==> src/rtl/forwarded_count_rate_pkg.sv <==
// Shared definitions for the forwarded-counter rate monitor and its periodic tick helper.
package forwarded_count_rate_pkg;

  typedef enum logic [1:0] {
    RATE_STATE_IDLE  = 2'd0,
    RATE_STATE_PRIME = 2'd1,
    RATE_STATE_RUN   = 2'd2
  } rate_state_t;

  // One-second measurement interval on the 100 MHz system clock.
  localparam int unsigned DEFAULT_INTERVAL_TICKS = 100_000_000;

endpackage

==> src/rtl/forwarded_count_rate_interval_tick.sv <==
// Periodic down-counter that strobes tick for one cycle every TICKS cycles; hold parks it at reload.
module interval_tick
  import forwarded_count_rate_pkg::*;
#(
  parameter int unsigned TICKS = DEFAULT_INTERVAL_TICKS
) (
  input  logic clk,
  input  logic reset,
  input  logic hold,
  output logic tick
);

  localparam int unsigned CW = $clog2(TICKS);
  localparam logic [CW-1:0] RELOAD = CW'(TICKS - 1);

  logic [CW-1:0] count;

  // NOTE: sequential state uses non-blocking assignments so every register samples pre-edge values.
  always_ff @(posedge clk) begin
    if (reset || hold) begin
      count <= RELOAD;
    end else if (count == '0) begin
      count <= RELOAD;
    end else begin
      count <= count - CW'(1);
    end
  end

  assign tick = (count == '0);

endmodule

==> src/rtl/forwarded_count_rate.sv <==
// Per-interval increment of a forwarded free-running counter, with wrap, saturation and stall reporting.
module forwarded_count_rate
  import forwarded_count_rate_pkg::*;
#(
  parameter int unsigned COUNT_WIDTH    = 32,
  parameter int unsigned RATE_WIDTH     = 32,
  parameter int unsigned INTERVAL_TICKS = DEFAULT_INTERVAL_TICKS
) (
  input  logic                   clk,
  input  logic                   reset,
  input  logic                   enable,
  input  logic [COUNT_WIDTH-1:0] countIn,
  output logic [RATE_WIDTH-1:0]  rate,
  output logic                   rateValid,
  output logic                   rateSaturated,
  output logic                   stalled,
  output logic [15:0]            intervalCount
);

  rate_state_t            state;
  logic                   tick;
  logic                   idle;
  logic [COUNT_WIDTH-1:0] prev_count;
  logic [COUNT_WIDTH-1:0] count_d;
  logic                   change_seen;
  logic                   changed;
  logic [COUNT_WIDTH-1:0] delta;
  logic                   saturated;

  assign idle      = (state == RATE_STATE_IDLE);
  assign changed   = (countIn != count_d);
  // Unsigned modular subtraction absorbs a single wrap of the source counter.
  assign delta     = countIn - prev_count;
  assign saturated = ((delta >> RATE_WIDTH) != '0);

  interval_tick #(
    .TICKS(INTERVAL_TICKS)
  ) u_interval_tick (
    .clk  (clk),
    .reset(reset),
    .hold (idle),
    .tick (tick)
  );

  always_ff @(posedge clk) begin
    if (reset) begin
      state         <= RATE_STATE_IDLE;
      prev_count    <= '0;
      count_d       <= '0;
      change_seen   <= 1'b0;
      rate          <= '0;
      rateValid     <= 1'b0;
      rateSaturated <= 1'b0;
      stalled       <= 1'b0;
      intervalCount <= '0;
    end else begin
      count_d   <= countIn;
      rateValid <= 1'b0;

      // A change landing on the tick cycle belongs to the interval that starts there.
      if (tick) begin
        change_seen <= changed;
      end else if (changed) begin
        change_seen <= 1'b1;
      end

      if (!enable) begin
        state <= RATE_STATE_IDLE;
      end else begin
        case (state)
          RATE_STATE_IDLE: state <= RATE_STATE_PRIME;
          RATE_STATE_PRIME: begin
            if (tick) begin
              prev_count <= countIn;
              state      <= RATE_STATE_RUN;
            end
          end
          RATE_STATE_RUN: begin
            if (tick) begin
              prev_count    <= countIn;
              rate          <= saturated ? '1 : delta[RATE_WIDTH-1:0];
              rateSaturated <= saturated;
              stalled       <= !change_seen;
              rateValid     <= 1'b1;
              intervalCount <= intervalCount + 16'd1;
            end
          end
          default: state <= RATE_STATE_IDLE;
        endcase
      end
    end
  end

endmodule

==> config.mk <==
export PLATFORM = sky130hd
export DESIGN_NAME = forwarded_count_rate
export DESIGN_NICKNAME = d
export VERILOG_FILES = /design/src/rtl/forwarded_count_rate_pkg.sv /design/src/rtl/forwarded_count_rate_interval_tick.sv /design/src/rtl/forwarded_count_rate.sv
export SDC_FILE = /design/constraint.sdc
export NUM_CORES = 1
export LEC_CHECK = 0
export BUFFER_PORTS_ARGS = -buffer_cell sky130_fd_sc_hd__buf_2
export CAP_MARGIN = 20
export CORE_MARGIN = 2
export CORE_UTILIZATION = 25
export DETAILED_ROUTE_END_ITERATION = 16
export PLACE_DENSITY = 0.39
export SLEW_MARGIN = 20
export SYNTH_ARGS = -nofsm -noshare
export SYNTH_HDL_FRONTEND = slang
export SYNTH_SLANG_ARGS = --single-unit
==> constraint.sdc <==
create_clock -name clk -period 3.3 [get_ports clk]
set_clock_uncertainty 0.1 [all_clocks]
set_input_delay 0.165 -clock clk [delete_from_list [all_inputs] [get_ports clk]]
set_output_delay 0.165 -clock clk [all_outputs]
set_load 0.02 [all_outputs]
Word level (Yosys, flattened, before mapping)
Index checks and enable logic that the tools add are counted.
Word-level totals
  output and inout bits: 51
  register bits after elaboration: 144
  input port bits: 35
  word-level logic and storage cells: 35
Operators by class
  bitwise operators: 2
  muxes and demuxes: 5
  reduce and logical (&&, ||, !) cells: 12
  add/sub/neg operators: 3
  equal/unequal tests: 4
Operators by type and width (count)
  $ne 32x32->1: 1
  $sub 32x32->32: 1
  $logic_not 27->1: 1
  $sub 27x1->27 const B: 1
  $add 16x1->16 const B: 1
  $pmux 2 s3: 1
  $reduce_and 3->1: 2
  $reduce_or 2->1: 3
  $mux 1: 3
  $reduce_or 3->1: 1
  $eq 2x1->1 const B: 1
  $eq 2x2->1 const B: 1
  $logic_not 2->1: 1
  $mux 2: 1
  $ne 2x2->1 const B: 1
  $not 1->1: 2
  $reduce_and 2->1: 1
  $reduce_bool 2->1: 1
  $logic_not 1->1: 1
  $logic_or 1x1->1: 1

Logic depth before layout (Yosys ltp)
  depth after elaboration: 3
  depth in mapped cells: 11
  depth with buffers taken out: 11

Modules after synthesis
A second synthesis with hierarchy kept.
Unflattened totals
  cell total of the unflattened synthesis: 882
  area, all modules: 7327.0 um2
By module, submodules not included
  forwarded_count_rate: sequential area each 2342.2 um2, cells an instance 745, area each 6089.6 um2, instances 1
  interval_tick: sequential area each 540.5 um2, cells an instance 137, area each 1237.4 um2, instances 1

Least setup slack after synthesis
No wires, ideal clock.
  path kind: flip-flop to flip-flop
  start: reg prev_count[0]
  end: reg rate[24]
  path slack: 0.606 ns
  stages on the path, launching flop included: 11
  data required time: 3.078 ns
  buffers on the path: 0
  arrival: 2.472 ns
  clock period less this slack: 2.694 ns
  library setup time: 0.122 ns
  path through: dfxtp_1 ha_1 fa_1 nor2b_1 o2111ai_1 a21oi_1 a311oi_1 o31ai_1 a21oi_1 and4_1 a311o_1
On the way
  word-level cells in the longest chain between the ends: 1
RTL lines
  start, declared: line forwarded_count_rate.sv:23  | logic [COUNT_WIDTH-1:0] prev_count;
  start signal, assigned: line forwarded_count_rate.sv:74  | prev_count <= countIn;
  start signal, assigned: line forwarded_count_rate.sv:80  | prev_count <= countIn;
  $sub 32x32->32: line forwarded_count_rate.sv:33  | assign delta = countIn - prev_count;
  end signal, assigned: line forwarded_count_rate.sv:81  | rate <= saturated ? '1 : delta[RATE_WIDTH-1:0];
  end, declared: line forwarded_count_rate.sv:13  | output logic [RATE_WIDTH-1:0] rate,
No other way between the ends.
A chain may end at the register's enable or synchronous reset.

Worst setup path in the final report
  start: in countIn[0]
  end: reg rate[24]
On the way
  word-level cells in the longest chain between the ends: 1
RTL lines
  start, declared: line forwarded_count_rate.sv:12  | input logic [COUNT_WIDTH-1:0] countIn,
  $sub 32x32->32: line forwarded_count_rate.sv:33
No other way between the ends.

==> metrics.log <==
[metrics] result of the run: finished, final reports clean
[metrics] largest fanout on the critical path: 3
[metrics] critical path cell sequence: dlygate4sd3_1 > buf_2 > inv_1 > ha_1 > fa_1 > nor2b_1 > o2111ai_1 > a21oi_2 > a311oi_2 > o31ai_1 > buf_4 > a21oi_1 > and4_1 > a311o_1
[metrics] post-place instance area: 0.00815 sq mm
[metrics] number of rows in the core area: 62
[metrics] P_leak: 3.39 nW
[metrics] primary flip-flop cell chosen by synthesis mapping: sky130_fd_sc_hd__dfxtp_1
[metrics] number of buffers inserted during clock tree synthesis: 17
[metrics] total inserted antenna cells: 0
[metrics] buffers added on ports: 84
[metrics] Critical Path Sink Type: flop
[metrics] Root Buffer: sky130_fd_sc_hd__clkbuf_16
[metrics] DR WL/cell: 15.5 um
[metrics] worst-skew pair later-pin latency: 0.43 ns
[metrics] overall fraction of global-route tracks in use: 14.6%
[metrics] largest cells by area after synthesis: sky130_fd_sc_hd__dfxtp_1 (40%), sky130_fd_sc_hd__nand2_1 (8.8%), sky130_fd_sc_hd__xnor2_1 (7.2%), sky130_fd_sc_hd__ha_1 (6.4%), sky130_fd_sc_hd__a21oi_1 (6.3%)
[metrics] flop2flop setup slack: 0.37 ns
[metrics] start of the worst register-to-register path: u_interval_tick.count[11]
[metrics] drt via density: 4.52
[metrics] Post-route DRC: 0
[metrics] global-route wire length before repair: 34600 um
[metrics] Final Hold Fails: 0
[metrics] sum of negative setup slack: 0 ns
[metrics] end of the worst register-to-register path: rate[23]
[metrics] Pre-Repair DR Iteration Count: 4
[metrics] worst-case headroom to the max-slew limit: 51.6%
[metrics] number of enable-type register cells in the synthesized netlist: 0
[metrics] source of the worst hold timing path: reset
[metrics] final worst hold slack: 0.0552 ns
[metrics] cell count of the worst reg-to-reg path: 9
[metrics] Post-Synthesis Cells: 900
[metrics] setup repair bufs after CTS: 0
[metrics] worst stage delay on the critical path: 0.51 ns
[metrics] number of top-level design ports: 86
[metrics] class of the tightest hold or removal check: input port to flop
[metrics] synthesized flop and latch total: 144
[metrics] Critical Path RT: 3.51 ns
[metrics] time the worst path needs with I/O delays and setup: 3.03 ns
[metrics] post-synthesis cell area: 0.00727 sq mm
[metrics] hold path endpoint: intervalCount[12]
[metrics] Worst Tran Pin Value: 0.719 ns
[metrics] First DRT Iteration DRCs: 289
[metrics] fraction of layout instances using a drive strength above 1: 13.9%
[metrics] Mapped Nets: 973
[metrics] area share of the largest cell type after synthesis: 39.6%
[metrics] share of synthesized registers carrying an async set or reset: 0%
[metrics] worst endpoint data arrival time: 3.24 ns
[metrics] Final Cycle Share: 91.7%
[metrics] final standard cell area without fillers: 0.00910 sq mm
[metrics] pin count of the biggest net entering global routing: 50
[metrics] MaxCap Viol Count: 0
[metrics] Antenna Violating Nets Remaining: 0
[metrics] # clock sinks: 144
[metrics] Remaining Overflow, GRT: 0
[metrics] y dimension of the die: 175 um
[metrics] fill count: 3117
[metrics] Clk pin slew, worst setup/hold paths: 0.07 ns
[metrics] timing-limited maximum frequency: 331 MHz
[metrics] final HPWL from detailed placement: 16100 um
[metrics] P&R area growth vs syn: 25.2%
[metrics] hold path depth: 2
[metrics] pwr dens: 463 mW/mm^2
[metrics] cell count after placement: 1345
[metrics] Max Root-Sink Buffers: 2
[metrics] initial core utilization: 25.3%
[metrics] last weighted congestion value of the routability-driven placer: 0.801
[metrics] final setup violation count: 0
[metrics] H-Tree Depth: 4
[metrics] total via count in the routed design: 6377
[metrics] overall power after layout: 4.21 mW
[metrics] startpoint class of the critical path: input port
[metrics] critical path start-end classification: input port to flop
[metrics] via count of the first global-routing pass: 6009
[metrics] total core area: 0.0287 sq mm
[metrics] Distinct cells, synth: 56
[metrics] Synth warnings: 0
[metrics] initial antenna violation count: 0
[metrics] maximum ir drop on the vdd rail: 310 uV
[metrics] sequential area share after synthesis: 39.6%
[metrics] final max-slew violation count: 0
[metrics] DIE AREA: 0.0305 sq mm
[metrics] setup repair after global routing missed its margin: false
[metrics] per-instance average area after synthesis: 8.08 sq um
[metrics] Final Non-Filler Cells: 1410
[metrics] area leader, netlist: sky130_fd_sc_hd__dfxtp_1
[metrics] wirelength, routed: 21800 um
[metrics] Worst path slowest cell: sky130_fd_sc_hd__dlygate4sd3_1
[metrics] Nets: 1086
[metrics] TritonCTS clock tree: done
[metrics] Chip Width: 175 um
==> power breakdown <==
| group | switching, mW | internal [mW] |
|---|---|---|
| registers | 0.0104 | 1.76 |
| clock network | 0.886 | 1.15 |
| logic | 0.237 | 0.165 |
| total | 1.13 | 3.08 |
==> layout by cell type (no fill, tap or decap), types with 32 or more instances in the layout <==
master	count
sky130_fd_sc_hd__a21oi_1	91
sky130_fd_sc_hd__buf_2	83
sky130_fd_sc_hd__dfxtp_1	144
sky130_fd_sc_hd__dlygate4sd3_1	33
sky130_fd_sc_hd__ha_1	37
sky130_fd_sc_hd__inv_1	43
sky130_fd_sc_hd__nand2_1	170
sky130_fd_sc_hd__nor2_1	44
sky130_fd_sc_hd__nor2b_1	32
sky130_fd_sc_hd__o21ai_0	33
sky130_fd_sc_hd__xnor2_1	60
==> per-layer routing <==
layer | part of all wire [%] | GRT usage (%) | vias up
met1 | 52 | 21.1 | 2949
met5 | 0 | 0 | -
met3 | 4.5 | 3.52 | 11
met4 | 0.75 | 3.75 | 0
li1 | - | - | 3306
met2 | 42 | 21.5 | 111
==> flip-flops by register name, summed over array words and instances (netlist names) <==
signal / count
change_seen: 1
count_d: 32
intervalCount: 16
prev_count: 32
rate: 32
rateValid: 1
stalled: 1
state: 2
u_interval_tick.count: 27
==> Yosys cell counts, types with 4 or more instances <==
cell type / n
sky130_fd_sc_hd__xor2_1: 23
sky130_fd_sc_hd__inv_1: 43
sky130_fd_sc_hd__nor2b_1: 32
sky130_fd_sc_hd__ha_1: 37
sky130_fd_sc_hd__nor2_1: 44
sky130_fd_sc_hd__nand2b_1: 6
sky130_fd_sc_hd__and3_1: 12
sky130_fd_sc_hd__nand2_1: 170
sky130_fd_sc_hd__buf_2: 7
sky130_fd_sc_hd__a211oi_1: 8
sky130_fd_sc_hd__nor4_1: 13
sky130_fd_sc_hd__nand4_1: 16
sky130_fd_sc_hd__nor3_1: 20
sky130_fd_sc_hd__dfxtp_1: 144
sky130_fd_sc_hd__a31oi_1: 7
sky130_fd_sc_hd__a21o_1: 6
sky130_fd_sc_hd__o21ai_1: 4
sky130_fd_sc_hd__or3_1: 20
sky130_fd_sc_hd__o21a_1: 4
sky130_fd_sc_hd__nand3_1: 22
sky130_fd_sc_hd__xnor2_1: 60
sky130_fd_sc_hd__a21oi_1: 92
sky130_fd_sc_hd__o21ai_0: 33
sky130_fd_sc_hd__clkbuf_1: 28
==> how the worst max path moves through the flow <==
stage	slack (ns)	startpoint	depth (start not counted)	to
after detailed placement	0.30	countIn[0]	13	rate[24]
after global placement	0.32	countIn[0]	13	rate[24]
after floorplan	0.61	prev_count[0]	10	rate[24]
after CTS	0.20	countIn[0]	14	rate[24]
final	0.27	countIn[0]	14	rate[24]
after global routing	0.04	countIn[0]	14	rate[24]
==> area by class of cell <==
class	instances	area, sq um	share of cell area [%]
multi-input cells	675	4090	44.9
clock buffers	17	425	4.67
inverters	43	161	1.77
flip-flops and latches	144	2880	31.7
clock inverters	15	185	2.03
well taps	384	480	5.28
repair buffers	132	878	9.65
==> cells by family (layout without fill, tap and decap cells) <==
family | Yosys count | count (layout) | synth area share, %
AO/OA/AOI/OAI | 176 | 176 | 14.0
XOR/XNOR | 83 | 83 | 9.99
adder cells (fa/ha/maj) | 38 | 38 | 6.64
buffers and inverters | 81 | 207 | 4.35
flip-flops | 144 | 144 | 39.6
multiplexers | 3 | 3 | 0.413
other | 1 | 1 | 0.0516
AND/OR/NAND/NOR | 374 | 374 | 25.0
==> worst max-delay path, delay by kind of cell <==
family | cells | cell delay, ns
buffers and inverters | 4 | 0.85
and+or+nand+nor | 2 | 0.39
adders and majority gates | 2 | 0.65
AOI/OAI and AO/OA | 6 | 1.17
==> per-stage QoR <==
step	util [%]	worst slack, ns
after detailed placement	28.4	0.295
after CTS	31.7	0.200
final	31.7	0.275
after global placement	28.4	0.315
after global routing	31.7	0.0356
after floorplan	-	0.606
==> timing repair <==
action,4_1_cts,5_1_grt
resized for setup,0,2
setup endpoints to repair,0,2
hold buffers,33,0
hold endpoints to repair,66,0
No activity file was read; power rests on OpenSTA's default activity.
